--- src/rtl/instr_fetch_queue.sv ---
// rtl/instr_fetch_queue.sv - instruction prefetch queue with single-outstanding memory fetch
module instr_fetch_queue #(
  parameter int              XLEN     = 32,
  parameter int              DEPTH    = 4,
  parameter logic [XLEN-1:0] RESET_PC = '0
) (
  input  logic                      clk,
  input  logic                      reset,
  output logic                      mem_req,
  output logic [XLEN-1:0]           mem_addr,
  input  logic                      mem_ack,
  input  logic [XLEN-1:0]           mem_rdata,
  input  logic                      redirect,
  input  logic [XLEN-1:0]           redirect_pc,
  output logic                      out_valid,
  input  logic                      out_ready,
  output logic [XLEN-1:0]           out_instr,
  output logic [XLEN-1:0]           out_pc,
  output logic [$clog2(DEPTH):0]    count
);

  localparam int PW = $clog2(DEPTH);
  localparam int CW = PW + 1;

  typedef enum logic [1:0] {IDLE, REQ, DROP} state_t;

  state_t          state_q, state_d;
  logic [XLEN-1:0] fpc_q, fpc_d;
  logic [XLEN-1:0] addr_q, addr_d;
  logic [PW-1:0]   wr_ptr_q, wr_ptr_d;
  logic [PW-1:0]   rd_ptr_q, rd_ptr_d;
  logic [CW-1:0]   count_q, count_d;
  logic [XLEN-1:0] buf_pc_q    [DEPTH];
  logic [XLEN-1:0] buf_pc_d    [DEPTH];
  logic [XLEN-1:0] buf_instr_q [DEPTH];
  logic [XLEN-1:0] buf_instr_d [DEPTH];

  logic            push;
  logic            pop;
  logic [XLEN-1:0] redirect_target;
  logic [XLEN-1:0] next_addr;
  logic [CW-1:0]   count_after;

  assign mem_req   = (state_q == REQ) || (state_q == DROP);
  assign mem_addr  = addr_q;
  assign count     = count_q;
  assign out_valid = (count_q != '0);
  assign out_pc    = buf_pc_q[rd_ptr_q];
  assign out_instr = buf_instr_q[rd_ptr_q];

  // Redirect targets are forced word-aligned; next sequential address wraps modulo 2^XLEN.
  assign redirect_target = redirect_pc & ~XLEN'(3);
  assign next_addr       = addr_q + XLEN'(4);
  assign pop             = out_valid && out_ready && !redirect;
  assign push            = (state_q == REQ) && mem_ack && !redirect;
  assign count_after     = count_q + CW'(push) - CW'(pop);

  // Fetch FSM: issue, back-to-back refill, and draining of a request orphaned by redirect.
  always_comb begin
    state_d = state_q;
    fpc_d   = fpc_q;
    addr_d  = addr_q;
    unique case (state_q)
      IDLE: begin
        if (redirect) begin
          fpc_d = redirect_target;
        end else if (count_q < CW'(DEPTH)) begin
          addr_d  = fpc_q;
          state_d = REQ;
        end
      end
      REQ: begin
        if (redirect) begin
          fpc_d   = redirect_target;
          state_d = mem_ack ? IDLE : DROP;
        end else if (mem_ack) begin
          fpc_d = next_addr;
          if (count_after < CW'(DEPTH)) begin
            addr_d = next_addr;
          end else begin
            state_d = IDLE;
          end
        end
      end
      DROP: begin
        if (redirect) begin
          fpc_d = redirect_target;
        end
        // The request issued before the redirect must complete before a new one goes out.
        if (mem_ack) begin
          state_d = IDLE;
        end
      end
      default: state_d = IDLE;
    endcase
  end

  // Buffer occupancy, pointers and entry storage; redirect empties the queue.
  always_comb begin
    wr_ptr_d    = wr_ptr_q;
    rd_ptr_d    = rd_ptr_q;
    count_d     = count_q;
    buf_pc_d    = buf_pc_q;
    buf_instr_d = buf_instr_q;
    if (redirect) begin
      wr_ptr_d = '0;
      rd_ptr_d = '0;
      count_d  = '0;
    end else begin
      if (push) begin
        buf_pc_d[wr_ptr_q]    = addr_q;
        buf_instr_d[wr_ptr_q] = mem_rdata;
        wr_ptr_d              = wr_ptr_q + PW'(1);
      end
      if (pop) begin
        rd_ptr_d = rd_ptr_q + PW'(1);
      end
      count_d = count_after;
    end
  end

  // State register with asynchronous reset.
  always_ff @(posedge clk or posedge reset) begin
    if (reset) begin
      state_q  <= IDLE;
      fpc_q    <= RESET_PC;
      addr_q   <= RESET_PC;
      wr_ptr_q <= '0;
      rd_ptr_q <= '0;
      count_q  <= '0;
      for (int i = 0; i < DEPTH; i++) begin
        buf_pc_q[i]    <= '0;
        buf_instr_q[i] <= '0;
      end
    end else begin
      state_q     <= state_d;
      fpc_q       <= fpc_d;
      addr_q      <= addr_d;
      wr_ptr_q    <= wr_ptr_d;
      rd_ptr_q    <= rd_ptr_d;
      count_q     <= count_d;
      buf_pc_q    <= buf_pc_d;
      buf_instr_q <= buf_instr_d;
    end
  end

endmodule

--- config.mk ---
export PLATFORM = sky130hd
export DESIGN_NAME = instr_fetch_queue
export DESIGN_NICKNAME = d
export VERILOG_FILES = /design/src/rtl/instr_fetch_queue.sv
export SDC_FILE = /design/constraint.sdc
export NUM_CORES = 1
export LEC_CHECK = 0
export CAP_MARGIN = 20
export CORE_MARGIN = 2
export CORE_UTILIZATION = 28
export DETAILED_ROUTE_END_ITERATION = 7
export DONT_BUFFER_PORTS = 1
export SYNTH_ARGS = -nofsm -noshare
export SYNTH_HDL_FRONTEND = slang
export SYNTH_SLANG_ARGS = --single-unit
--- constraint.sdc ---
create_clock -name clk -period 14.9 [get_ports clk]
set_input_delay 2.98 -clock clk [delete_from_list [all_inputs] [get_ports clk]]
set_output_delay 2.98 -clock clk [all_outputs]
set_load 0.005 [all_outputs]
Word level (Yosys, flattened, before mapping)
Index checks and enable logic that the tools add are counted.
{ "classes": {"n_reduce_logical": 18, "n_bitwise": 3, "eq_ne": 11, "n_addsub": 5, "order_cmp": 5, "mux": 33} }
{ "ops": {"columns": ["cell", "n"], "rows": [
  ["32-bit 2-to-1 mux", 13],
  ["128-bit bitwise mux", 2],
  ["32-bit binary-select mux with 2-bit select", 2],
  ["32-bit one-hot mux with 2 select lines", 2],
  ["32-bit demux with 2-bit select", 1],
  ["32-bit by 3-bit adder with 32-bit output, second input constant", 1],
  ["2-bit 2-to-1 mux", 11],
  ["2-bit != test, second input constant", 5],
  ["2-bit nonzero test", 4],
  ["3-bit >= comparator, second input constant", 2],
  ["3-bit less-than comparator, second input constant", 2],
  ["3-bit != test, second input constant", 2],
  ["2-bit inverter with 3-bit output", 2],
  ["2-bit one-hot mux with 3 select lines", 1],
  ["6-bit AND reduction", 1],
  ["1-bit logical AND", 5],
  ["5-bit AND reduction", 1],
  ["2-bit by 1-bit adder with 2-bit output, second input constant", 2],
  ["2-bit by 1-bit != test with 1-bit output, second input constant", 2],
  ["3-bit by 1-bit adder with 3-bit output", 1],
  ["3-bit by 1-bit less-than comparator with 1-bit output, second input constant", 1],
  ["3-bit 2-to-1 mux", 1],
  ["3-bit AND reduction", 1],
  ["3-bit nonzero test", 1],
  ["9 further kinds", 9]
]} }
{ "totals": {"output_inout_bits": 101, "elab_cells": 89, "input_bits": 69, "regBits": 329} }

Longest topological paths before layout
{ "depth": {"ltp_word": 10, "mapped_depth": 16} }

Least setup slack after synthesis
OpenSTA, ideal clock, no wires.
{ "synth_path": {"path_kind": "in2reg", "start": "in redirect", "end": "reg addr_q[26] (netlist: mem_addr[26])", "stages": 15, "t_arrival_ns": 5.646, "required_ns": 14.779, "setup_ns": 0.121, "setup_slack_ns": 9.133, "cell_sequence": "inv_1 -> and3_1 -> clkbuf_1 -> inv_1 -> ha_1 -> inv_1 -> ha_1 -> inv_1 -> fa_1 -> xor2_1 -> mux2i_1 -> a21oi_2 -> clkbuf_1 -> nor2_1 -> o22a_1"} }
{ "synth_between": {"elab_chain_len": 7, "word_cells_on_any_way": 10, "classes_between": "2 x add/sub; 1 x order compare; 3 x eq/ne; 4 x reduce/logical"} }
{ "synth_lines": {"columns": ["element", "line_no", "rtl"], "rows": [
  ["start: declaration", "13", "input logic redirect,"],
  ["1-bit logical NOT", "54, 55", null],
  ["1-bit logical AND", "55", "assign push = (state_q == REQ) && mem_ack && !redirect;"],
  ["3-bit by 1-bit adder with 3-bit output", "56", "assign count_after = count_q + CW'(push) - CW'(pop);"],
  ["3-bit by 1-bit subtractor with 3-bit output", "56", null],
  ["3-bit less-than comparator", "78", "if (count_after < CW'(DEPTH)) begin"],
  ["2-bit by 1-bit != test with 1-bit output (no source line)", null, null],
  ["6-bit AND reduction (no source line) *", null, null],
  ["end signal: assignment", "138", "addr_q <= addr_d;"],
  ["end: declaration", "29", "logic [XLEN-1:0] addr_q, addr_d;"]
]} }
Every way passes the cells marked *; elsewhere a longest branch is shown, timed or not.
A chain may end at the register's enable or synchronous reset.

Worst setup path after layout
{ "layout_path": {"start": "in redirect", "end": "reg addr_q[19] (netlist: mem_addr[19])"} }
Same word-level chain as after synthesis.

==> key figures <==
Outcome
  • Status: completed

Pwr
  • Switching share of total power: 0.346
  • Pwr per Cell Area: 208 nW/um^2
  • VDD IR max: 0.000101 V
  • Power share of the clock group: 0.277
  • Psw: 0.00127 W
  • Combinational power share: 0.300
  • Pint: 0.00239 W
  • Sequential power share: 0.424
  • P_leak: 7.74 nW

Timing
  • Fin crit share: 0.413
  • Max-slew headroom: 0.357
  • Final min period: 6150 ps
  • Max Slew Vio Count: 0
  • Hold Fails Final Rpt: 0
  • Setup TNS: 0 ps
  • Fmax: 162 MHz
  • # setup viols final: 0
  • Worst-margin pin slew: 965 ps
  • Final Skew: 18.7 ps
  • RSZ-0062 raised after global routing: no

Critical path
  • Most common cell on crit path: inv_1
  • Crit Path Max Fanout: 13
  • Critical Path Source Type: primary input
  • Kind of cell adding the most delay to the critical path: simple AND/OR/NAND/NOR gates
  • Worst EP arrival: 6590 ps
  • Crit-path slowest cell: and3_1
  • Cells along the critical path: inv_1, and3_1, inv_1, ha_1, inv_1, ha_1, inv_1, fa_1, xor2_1, mux2i_1, nand2_1, nand2_1, o2bb2a_1
  • Buf/Inv on CP: 4
  • Critical path class: in2reg
  • Highest cell delay on the worst timing path: 620 ps
  • Required time of the critical path: 15340 ps
  • Crit. End Element: flip-flop

Place
  • Post-DP HPWL: 25000 um
  • Port bufs: 0
  • GPL Wtd Cong: 0.764
  • Placed Instance Area: 16200 sq um

Synthesis
  • Main synth FF type: dfrtp_1
  • Netlist cell types: 62
  • Post-synth EDFFs: 0
  • Number of synthesis warnings: 0
  • Sequential fraction of the synthesis area: 0.530
  • Syn Nets: 1251
  • FFs w/ async S/R, synth: 1.00
  • Avg Cell Area, Syn: 13.3 sq um
  • Mapped Cells: 1171
  • FF+latch count, synth: 329
  • Post-Syn Area: 15500 sq um

CTS
  • Post-CTS setup buffer count: 0
  • Clk buf depth: 3
  • Hold Buf Count CTS: 0
  • Post-cts gate resize count: 0
  • Num CTS Buffers: 39
  • CTS tree: built
  • Clock tree sinks: 329
  • Clock root buffer: clkbuf_16
  • H-tree depth: 2
  • Clock transition at path regs: 60 ps
  • Skew-Pair Late Insertion Delay: 560 ps

Layout
  • Post-layout util: 0.319
  • Nets: 1202
  • P&R area growth vs syn: 13.1%
  • Final Cell Area: 17600 sq um
  • Fillers: 5377
  • Layout cells sized above 1: 0.142

Die
  • Initial Utilization: 0.283
  • Core footprint: 55000 sq um
  • Die Wd: 240 um
  • # rows: 86
  • I/O Pins: 170
  • Die area: 57400 sq um
  • Die Span Y: 240 um

Detailed routing
  • Vias/cell: 5.01
  • WL final: 40100 um
  • Via Count: 9506
  • DRT iter0 DRCs: 480
  • WL per Instance: 21.1 um
  • Post-route ant nets: 0
  • DRC Markers: 0
  • DRT Pass-1 Iters: 5

GRT
  • First-pass GRT wire length: 61600 um
  • Initial antenna violation count: 7
  • Overall global routing resource usage: 0.141
  • Largest net degree at the start of global routing: 109
  • Number of global-route vias before repair: 9893
  • Congestion Overflow GR: 0

Run
  • MaxCap Viol Count: 0

Worst hold path
  • Hold Crit Class: reg2reg
==> area by class of cell <==
type,instances,area (sq um),share of cell area
Timing Repair Buffer,17,148,0.00840
Multi-Input combinational cell,720,6830,0.389
Clock buffer,55,1160,0.0660
Sequential cell,329,8240,0.469
Tap cell,748,936,0.0533
Clock inverter,12,193,0.0110
Antenna cell,1,2.50,0.000142
Inverter,15,63.8,0.00363
==> cell families after synthesis <==
kind of cell / count (synthesis) / synth area share
flops: 329 / 0.530
mux: 322 / 0.279
simple gates: 209 / 0.0684
compound gates: 157 / 0.0672
buf+inv: 122 / 0.0341
xor+xnor: 21 / 0.0118
fa+ha+maj: 11 / 0.00934
==> per-layer routing <==
| layer | vias up | track usage | part of all wire |
|---|---|---|---|
| met5 | - | 0 | 0.0013 |
| met4 | 8 | 0.0400 | 0.020 |
| met1 | 4994 | 0.183 | 0.44 |
| li1 | 4210 | - | - |
| met3 | 63 | 0.0478 | 0.082 |
| met2 | 231 | 0.224 | 0.46 |
==> through the flow <==
stage	power (W)	std cells	setup WS, ps	hold slack, ps
6_report	0.00365	1897	8750	468
3_3_place_gp	0.00262	1828	8170	455
4_1_cts	0.00372	1895	8790	476
5_1_grt	0.00390	1896	8520	491
2_1_floorplan	0.00235	1171	2810	439
3_5_place_dp	0.00268	1828	8190	463
==> cell usage in the layout, fill, tap and decap left out, drive strengths merged, types with 3 or more instances in the layout <==
cell	instances
xor2	10
a21o	5
and3	10
a41oi	3
and2	5
clkbuf	55
nor3	12
or3	4
a21oi	32
o211ai	6
mux2	253
a31o	4
ha	10
o22ai	5
or4	3
nand3	29
xnor2	11
mux4	64
a22o	3
buf	17
a31oi	13
and4	6
nand4	12
dfrtp	329
nor4	9
mux2i	5
a2bb2oi	8
nor2	36
inv	16
bufinv	5
o21ai	40
o22a	18
o31a	5
a211oi	4
clkinv	6
nand2	75
==> power by group through the flow <==
stage | Sequential, W | Clock (W) | Combinational (W)
CTS | 0.00155 | 0.00105 | 0.00112
detailed placement | 0.00157 | 0 | 0.00111
floorplan | 0.00137 | 0 | 0.000980
global placement | 0.00154 | 0 | 0.00107
finish | 0.00155 | 0.00101 | 0.00110
global route | 0.00161 | 0.00108 | 0.00121
==> worst min-delay path, stage by stage, from the launching register on <==
cell	delay, ps
dfrtp_1	340
nand2_1	50
nand2_1	40
==> final timing paths <==
check                           start               end  slack [ps]  cells after the start
max                          redirect      mem_addr[19]        8750                     13
min reg2reg                  fpc_q[1]          fpc_q[1]         470                      2
min in group asynchronous       reset  buf_instr_q[112]        2400                      1
max reg2reg                state_q[1]      mem_addr[19]        9750                     15
min                          fpc_q[1]          fpc_q[1]         470                      2
max in group asynchronous       reset       rd_ptr_q[1]       10890                      2
==> flip-flops by register name (all words and copies together) (netlist names) <==
name,flops
buf_instr_q,128
buf_pc_q,128
fpc_q,32
mem_addr,32
count,3
rd_ptr_q,2
state_q,2
wr_ptr_q,2
==> synth_stat cells (5+ instances only) <==
| library cell | instances | area share |
|---|---|---|
| o211ai_1 | 6 | 0.0029 |
| nor2_1 | 36 | 0.0087 |
| o31a_1 | 5 | 0.0028 |
| xnor2_1 | 11 | 0.0062 |
| xor2_1 | 10 | 0.0056 |
| nor4_1 | 6 | 0.0024 |
| o22a_1 | 18 | 0.010 |
| and2_1 | 5 | 0.0020 |
| mux4_2 | 64 | 0.093 |
| a21o_1 | 5 | 0.0024 |
| clkbuf_1 | 46 | 0.011 |
| nand3_1 | 27 | 0.0087 |
| nand4_1 | 11 | 0.0044 |
| mux2_1 | 253 | 0.18 |
| nand2_1 | 75 | 0.018 |
| dfrtp_1 | 329 | 0.53 |
| ha_1 | 10 | 0.0081 |
| a31oi_1 | 13 | 0.0052 |
| buf_1 | 12 | 0.0029 |
| o22ai_1 | 5 | 0.0020 |
| o21ai_1 | 22 | 0.0071 |
| nor3_1 | 11 | 0.0035 |
| o21ai_0 | 18 | 0.0058 |
| buf_2 | 45 | 0.014 |
| a2bb2oi_1 | 8 | 0.0045 |
| mux2i_1 | 5 | 0.0032 |
| and4_1 | 5 | 0.0028 |
| inv_1 | 15 | 0.0036 |
| a21oi_1 | 31 | 0.010 |
| and3_1 | 10 | 0.0040 |
(Power assumes the default switching activity.)
